### config.mk
export PLATFORM = sky130hd
export DESIGN_NAME = freq_sel_ctrl
export DESIGN_NICKNAME = d
export VERILOG_FILES = /design/src/rtl/freq_sel_ctrl.sv
export SDC_FILE = /design/constraint.sdc
export NUM_CORES = 1
export LEC_CHECK = 0
export ABC_AREA = 1
export CAP_MARGIN = 30
export CORE_UTILIZATION = 55
export CTS_CLUSTER_SIZE = 24
export DETAILED_ROUTE_END_ITERATION = 16
export GPL_ROUTABILITY_DRIVEN = 0
export PLACE_DENSITY = 0.78
export SYNTH_ARGS = -nofsm -noshare
export SYNTH_HDL_FRONTEND = slang
export SYNTH_SLANG_ARGS = --single-unit
### constraint.sdc
create_clock -name clk -period 3.5 [get_ports clk]
set_input_delay 0.35 -clock clk [delete_from_list [all_inputs] [get_ports clk]]
set_output_delay 0.35 -clock clk [all_outputs]
set_load 0.05 [all_outputs]
### src/rtl/freq_sel_ctrl.sv
// Run-time rate controller: owns the 3-bit divisor select, runs the period counter,
// and emits a divided square wave plus a per-period tick. Optional macro FREQ_SEL_WRAP_EN.
module freq_sel_ctrl #(
  parameter logic [2:0]  RESET_SEL = 3'd0,
  parameter int unsigned DIV_W     = 32,
  parameter int unsigned MIN_DIV   = 2
) (
  input  logic             clk,
  input  logic             rst,
  input  logic             en,
  input  logic             up,
  input  logic             down,
  output logic [2:0]       sel_out,
  input  logic [DIV_W-1:0] div_in,
  output logic             clk_out,
  output logic             tick,
  output logic             busy
);

  typedef enum logic {
    ST_INIT,
    ST_RUN
  } state_e;

  localparam logic [DIV_W-1:0] MIN_DIV_W = DIV_W'(MIN_DIV);
  localparam logic [DIV_W-1:0] ONE_W     = DIV_W'(1);

  state_e           state_q, state_d;
  logic [2:0]       sel_q, sel_d;
  logic [DIV_W-1:0] cnt_q, cnt_d;
  logic [DIV_W-1:0] act_div_q, act_div_d;
  logic             clk_out_q, clk_out_d;
  logic             tick_q, tick_d;
  logic             busy_q, busy_d;

  logic             step_up, step_dn, sel_chg, last;
  logic [DIV_W-1:0] div_clamped;

  always_comb begin
    // NOTE: every signal gets a default first so no path leaves one unassigned (no latches).
    state_d   = state_q;
    sel_d     = sel_q;
    cnt_d     = cnt_q;
    act_div_d = act_div_q;
    clk_out_d = clk_out_q;
    tick_d    = 1'b0;
    busy_d    = busy_q;

    step_up = up & ~down;
    step_dn = down & ~up;

`ifdef FREQ_SEL_WRAP_EN
    if (step_up)      sel_d = sel_q + 3'd1;
    else if (step_dn) sel_d = sel_q - 3'd1;
`else
    if (step_up && sel_q != 3'd7)      sel_d = sel_q + 3'd1;
    else if (step_dn && sel_q != 3'd0) sel_d = sel_q - 3'd1;
`endif
    sel_chg = (sel_d != sel_q);

    div_clamped = (div_in < MIN_DIV_W) ? MIN_DIV_W : div_in;
    last        = (cnt_q == act_div_q - ONE_W);

    case (state_q)
      ST_INIT: begin
        act_div_d = div_clamped;
        cnt_d     = '0;
        clk_out_d = 1'b1;
        busy_d    = 1'b0;
        state_d   = ST_RUN;
      end
      default: begin
        if (en) begin
          tick_d = last;
          cnt_d  = last ? '0 : cnt_q + ONE_W;
          // div_in still reflects the select that was live before this edge's step.
          if (last && busy_q) begin
            act_div_d = div_clamped;
            busy_d    = 1'b0;
          end
          clk_out_d = (cnt_d < (act_div_d >> 1));
        end
      end
    endcase

    // A fresh select always wins over a boundary clear in the same cycle.
    if (sel_chg) busy_d = 1'b1;
  end

  // NOTE: sequential state uses non-blocking assignments so all flops update together.
  always_ff @(posedge clk or posedge rst) begin
    if (rst) begin
      state_q   <= ST_INIT;
      sel_q     <= RESET_SEL;
      cnt_q     <= '0;
      act_div_q <= '0;
      clk_out_q <= 1'b0;
      tick_q    <= 1'b0;
      busy_q    <= 1'b1;
    end else begin
      state_q   <= state_d;
      sel_q     <= sel_d;
      cnt_q     <= cnt_d;
      act_div_q <= act_div_d;
      clk_out_q <= clk_out_d;
      tick_q    <= tick_d;
      busy_q    <= busy_d;
    end
  end

  assign sel_out = sel_q;
  assign clk_out = clk_out_q;
  assign tick    = tick_q;
  assign busy    = busy_q;

endmodule

==> metrics.cfg, run 1 <==
[worst_setup_path]
critPathMaxStageDelay_ns=0.38
path_class=flip-flop to flip-flop
cp_data_arrival_time_ns=4.20
start_kind=flip-flop
cp_max_fo=3
cpMaxStageDelayCell=dfrtp_1
critical_path.most_common_cell=nand4_1
critPathRequiredTime_ns=3.79
end_kind=flip-flop

[synthesis]
ys_types=43
netlist.area_leader.share_pct=26.9
syn_inst=994
synth_ff_type=dfrtp_1
syn_area_per_cell_um2=6.54
synth_common_cells=nand2_1, inv_1, nor2_1, dfrtp_1, xor2_1
synth.area.top_cells=dfrtp_1, nand2_1, inv_1, xor2_1, ha_1
async_flop_share_pct=100
yosysSeqAreaShare_pct=27.3
syn-num-nets=1067
yosysMostFrequentCell=nand2_1
yosys.area.top_type=dfrtp_1
ys_ff_latch=71
synth_edf_count=0
syn-cell-area_um2=6500
ys_warn_count=0

[clock_network]
htreeDepth=3
cts_tree=yes
cts.clk_slew.worst_paths_ns=0.06
numCtsBuffers=9
cts_sinks=71
clockRootBuffer=clkbuf_16
cts_buffer_depth=2
insertion_delay_ns=0.35

[die]
coreArea_um2=11500
start_util_pct=56.7
die_width_um=111
fp.dieH_um=111
die_area_um2=12300
io_pins=43
rows=39

[power]
p_total_mw=2.75
irDropWorstVdd_uv=506
p_leak_nw=4.64
powerDensity_nw_per_um2=322

[final_layout]
drive_above_1_share_pct=18.4
fillers=887
ff_latch_area_um2=1780
nets=1237
utilization_pct=74.3
syn2layout_area_growth_pct=31.0
insertedDiodeCount=0
multiInputGateArea_um2=4060

[sta]
fin_crit_sh_pct=112
hold-worst-slack_ns=0.373
rsz0062_at_grt=true
worstMarginPinSlew_ns=0.949
fmax_ghz=0.256
fin_crit_ns=3.91
finalSetupViolations=1
final_hold_viol_count=0
layout_setup_ws_ns=-0.413
skew_ns=0.00761
slew_viol_final=0
slew-limit-headroom_pct=36.7

[outcome]
outcome=finished, violations left
violations=negative setup slack

[global_routing]
antenna_found_initial=1
grt.total_usage_pct=35.5
grt_max_degree=47
grt_first_pass_wirelength_um=34500
grt_overflow=0
first_global_vias=6986

[routing]
drt_iter0_drc=733
num_vias=7285
final_antenna_net_count=0
wl_per_cell_um=16.2
vias_per_cell=5.55
drt_wl_total_um=21200
route.detailed.drc=0
drtPass1Iterations=6

[placement]
detailed_place_hpwl_um=16300
io_buffers=42

[worst_hold_path]
hp-class=input pin to asynchronous set/reset pin

[job]
drv_cap=0

-- cells in the final DEF, fill, tap and decap left out, drive strengths merged --
cell type | netlist | layout
a211oi | 4 | 4
a21oi | 27 | 27
and2 | 2 | 2
and3 | 1 | 1
and3b | 1 | 1
buf | 12 | 143
bufinv | 0 | 2
clkbuf | 14 | 9
clkdlybuf4s50 | 0 | 42
clkinv | 1 | 5
clkinvlp | 0 | 1
conb | 1 | 1
dfrtp | 70 | 70
dfstp | 1 | 1
ha | 36 | 36
inv | 174 | 174
mux2i | 15 | 15
nand2 | 280 | 280
nand3 | 34 | 34
nand3b | 10 | 10
nand4 | 25 | 25
nor2 | 112 | 112
nor3 | 17 | 17
nor4 | 16 | 16
nor4b | 1 | 1
o211ai | 2 | 2
o21ai | 40 | 40
o21bai | 1 | 1
o221a | 2 | 2
o22ai | 25 | 25
o311ai | 1 | 1
or2 | 3 | 3
xnor2 | 11 | 11
xor2 | 55 | 55
-- where the power goes --
part / internal, mW / switching (mW)
combinational: 0.328 / 0.460
sequential: 0.881 / 0.0747
clock: 0.619 / 0.385
-- through the flow --
| stage | instance area, µm² | instances | setup TNS [ns] | worst slack, ns |
|---|---|---|---|---|
| 2_1_floorplan | 6500 | 994 | 0 | 0.0346 |
| 3_3_place_gp | 8060 | 1294 | -0.205 | -0.205 |
| 3_5_place_dp | 8060 | 1294 | -0.366 | -0.366 |
| 4_1_cts | 8430 | 1310 | -0.196 | -0.196 |
| 5_1_grt | 8520 | 1312 | -0.623 | -0.623 |
| 6_report | 8520 | 1312 | -0.413 | -0.413 |
-- critical path, delay by kind of cell (launching register included) --
kind,cells,cell delay [ns]
AO/OA/AOI/OAI,6,0.94
buffers and inverters,3,0.17
adder cells (fa/ha/maj),1,0.23
AND/OR/NAND/NOR,14,1.97
flip-flops,1,0.38
XOR/XNOR,1,0.15
-- repair_timing --
item,CTS,global route
resized for setup,13,18
setup endpoints to repair,1,1
pin swaps,2,10
hold buffers,0,0
gates cloned,0,0
buffers inserted,0,2
-- registers in the layout, indices dropped and copies added (netlist names) --
| name | flops |
|---|---|
| state_q | 1 |
| cnt_q | 32 |
| sel_out | 3 |
| busy | 1 |
| clk_out | 1 |
| tick | 1 |
| act_div_q | 32 |
-- routing by layer --
layer / wire length (µm) / part of all wire (%) / global-route usage (%)
met2: 9810 / 46 / 56.6
met1: 8990 / 42 / 47.4
met5: 13 / 0.061 / 0
met3: 1800 / 8.5 / 7.76
met4: 614 / 2.9 / 12.6
-- cell type report --
type	instances	share of cell area, %
clock buffers	9	2.64
repair buffers	185	18.0
inverters	175	7.71
flip-flops and latches	71	20.9
multi-input cells	722	47.7
well taps	143	2.10
clock inverters	7	1.03
-- path summary, 6_finish.rpt --
check                      startpoint  slack, ns            end  depth (start not counted)
setup reg to reg             cnt_q[1]      -0.41        clk_out                         25
min in group clk                 busy       0.54           busy                          2
max in group asynchronous         rst       2.53  act_div_q[28]                          3
setup / recovery             cnt_q[1]      -0.41        clk_out                         25
hold / removal                    rst       0.37  act_div_q[11]                          3
hold reg to reg                  busy       0.54           busy                          2
-- cells by family after synthesis --
family                     share of synthesized area (%)
adders and majority gates                           6.92
xor gates and xnor gates                            8.89
other                                             0.0576
AOI/OAI and AO/OA                                   9.02
and+or+nand+nor                                     33.2
muxes                                               2.31
buffers and inverters                               12.3
DFF                                                 27.3
(Power assumes the default switching activity.)
==> run 2: changes to the inputs <==
--- a/config.mk
+++ b/config.mk
@@ -6,7 +6,9 @@
 export NUM_CORES = 1
 export LEC_CHECK = 0
 export ABC_AREA = 1
+export ABC_CLOCK_PERIOD_IN_PS = 3500
 export CAP_MARGIN = 30
+export CORE_ASPECT_RATIO = 1.5
 export CORE_UTILIZATION = 55
 export CTS_CLUSTER_SIZE = 24
 export DETAILED_ROUTE_END_ITERATION = 16
==> metrics.cfg, run 2 (synthesis results as in run 1) <==
[outcome]
outcome=finished, violations left
violations=negative setup slack

[final_layout]
fin_area_um2=8790  ; +3.2%
insertedDiodeCount=0  ; unchanged
syn2layout_area_growth_pct=35.1
final_common_cell=nand2_1
multiInputGateArea_um2=4260  ; +4.7%
final_cell_mix=nand2_1, inv_1, buf_4, nor2_1, dfrtp_1
fillers=835  ; -5.9%
nets=1241  ; +0.32%
ff_latch_area_um2=1780  ; +0.14%
drive_above_1_share_pct=21.6  ; +3.2 points
instances_no_fill=1323  ; +0.84%

[global_routing]
first_global_vias=7499  ; +7.3%
grt_first_pass_wirelength_um=35400  ; +2.5%
antenna_found_initial=0  ; -1
grt.total_usage_pct=37.5  ; +2.1 points
grt_overflow=0  ; unchanged
grt_max_degree=40  ; -15%

[worst_setup_path]
cpMaxStageDelayCell=dfrtp_1
cp_data_arrival_time_ns=4.15  ; -0.05 ns
path_class=flip-flop to flip-flop
start_kind=flip-flop
critPathRequiredTime_ns=3.79  ; about the same
cp_max_fo=2  ; -1
end_kind=flip-flop
critPathMaxStageDelay_ns=0.40  ; +0.02 ns
critical_path.most_common_cell=buf_4

[sta]
fin_crit_sh_pct=110  ; -1.4 points
fin_crit_ns=3.86  ; -0.0503 ns
fmax_ghz=0.259  ; +1.3%
rsz0062_at_grt=true
skew_ns=0.0105  ; +0.00293 ns
finalSetupViolations=1  ; unchanged
fin_setup_tns_ns=-0.362  ; +0.0503 ns
slew-limit-headroom_pct=31.6  ; -5.1 points
layout_setup_ws_ns=-0.362  ; +0.0503 ns
final_hold_viol_count=0  ; unchanged
slew_viol_final=0  ; unchanged
worstMarginPinSlew_ns=1.03  ; +0.0762 ns

[power]
p_leak_nw=4.66  ; +0.38%
powerDensity_nw_per_um2=323  ; +0.26%
p_total_mw=2.84  ; +3.4%
irDropWorstVdd_uv=353  ; -30%

[clock_network]
htreeDepth=3  ; unchanged
cts_buffer_depth=2  ; unchanged
cts_sinks=71  ; unchanged
numCtsBuffers=9  ; unchanged
cts.clk_slew.worst_paths_ns=0.07  ; about the same
clockRootBuffer=clkbuf_16
insertion_delay_ns=0.36  ; about the same
cts_tree=yes

[routing]
vias_per_cell=5.74  ; +3.4%
routedLengthMet1_um=7940  ; -12%
drt_iter0_drc=682  ; -7.0%
wl_met2_um=11400  ; +17%
final_antenna_net_count=0  ; unchanged
highest_layer=met4
met3WireLength_um=1690  ; -6.3%
wl_per_cell_um=17.9  ; +11%
drt_wl_total_um=23700  ; +12%
num_vias=7595  ; +4.3%
route.detailed.drc=0  ; unchanged
drtPass1Iterations=6  ; unchanged

[placement]
io_buffers=42  ; unchanged
placed_cells=1282  ; -0.93%
place_area_um2=7930  ; -1.7%
detailed_place_hpwl_um=16400  ; +0.73%
pre_cts_ws_ns=-0.354  ; +0.0121 ns

[die]
die_width_um=90.8  ; -18%
rows=48  ; +23%
coreArea_um2=11500  ; +0.56%
io_pins=43  ; unchanged
start_util_pct=56.4  ; -0.31 points
fp.dieH_um=135  ; +22%
die_area_um2=12300  ; about the same

[job]
drv_cap=0  ; unchanged

[worst_hold_path]
hp-class=input pin to asynchronous set/reset pin

[run 2: final timing paths]
path / startpoint / end / slack, ns / cells past startpoint
setup reg to reg: cnt_q[0] / clk_out / -0.36 / 31
setup / recovery: cnt_q[0] / clk_out / -0.36 / 31
hold / removal: rst / act_div_q[12] / 0.46 / 2
min in group clk: busy / busy / 0.54 / 2
max in group asynchronous: rst / cnt_q[29] / 2.33 / 3
hold reg to reg: busy / busy / 0.54 / 2
[run 2: cell type report]
class,count,area share (%)
multi-input combinational,722,48.4
tap,150,2.13
inverter,175,7.50
sequential,71,20.3
timing repair buffer,189,18.0
clock buffer,9,2.56
clock inverter,7,1.17
[run 2: power breakdown]
group / internal (mW) / total [mW] / switching [mW] / leakage (nW)
sequential: 0.881 / 0.956 / 0.0758 / 0.902
clock: 0.632 / 1.06 / 0.423 / 0.157
combinational: 0.342 / 0.829 / 0.487 / 3.60
[run 2: critical path, delay by kind of cell (launching register included)]
kind / cells / cell delay, ns
buf+inv: 15 / 1.86
simple gates: 14 / 1.19
flops: 1 / 0.40
compound gates: 1 / 0.15
fa+ha+maj: 1 / 0.22
[run 2: layer usage]
| layer | global-route usage [%] | up-vias |
|---|---|---|
| li1 | - | 3498 |
| met1 | 35.4 | 3495 |
| met2 | 65.8 | 408 |
| met3 | 8.47 | 194 |
| met4 | 37.0 | 0 |
| met5 | 0 | - |
[run 2: repair_timing]
item                       in CTS  in global routing
cloned                          0                  1
hold buffers                    0                  0
pin swaps                       4                 30
setup endpoints to repair       1                 29
resized for setup              14                 71
setup buffers                  19                  5
[run 2: metrics by stage]
| stage | utilization (%) | hold WS [ns] |
|---|---|---|
| detailed placement | 68.7 | 0.522 |
| finish | 76.2 | 0.464 |
| global route | 76.2 | 0.545 |
| floorplan | - | 0.467 |
| global placement | 68.7 | 0.516 |
| CTS | 73.2 | 0.486 |
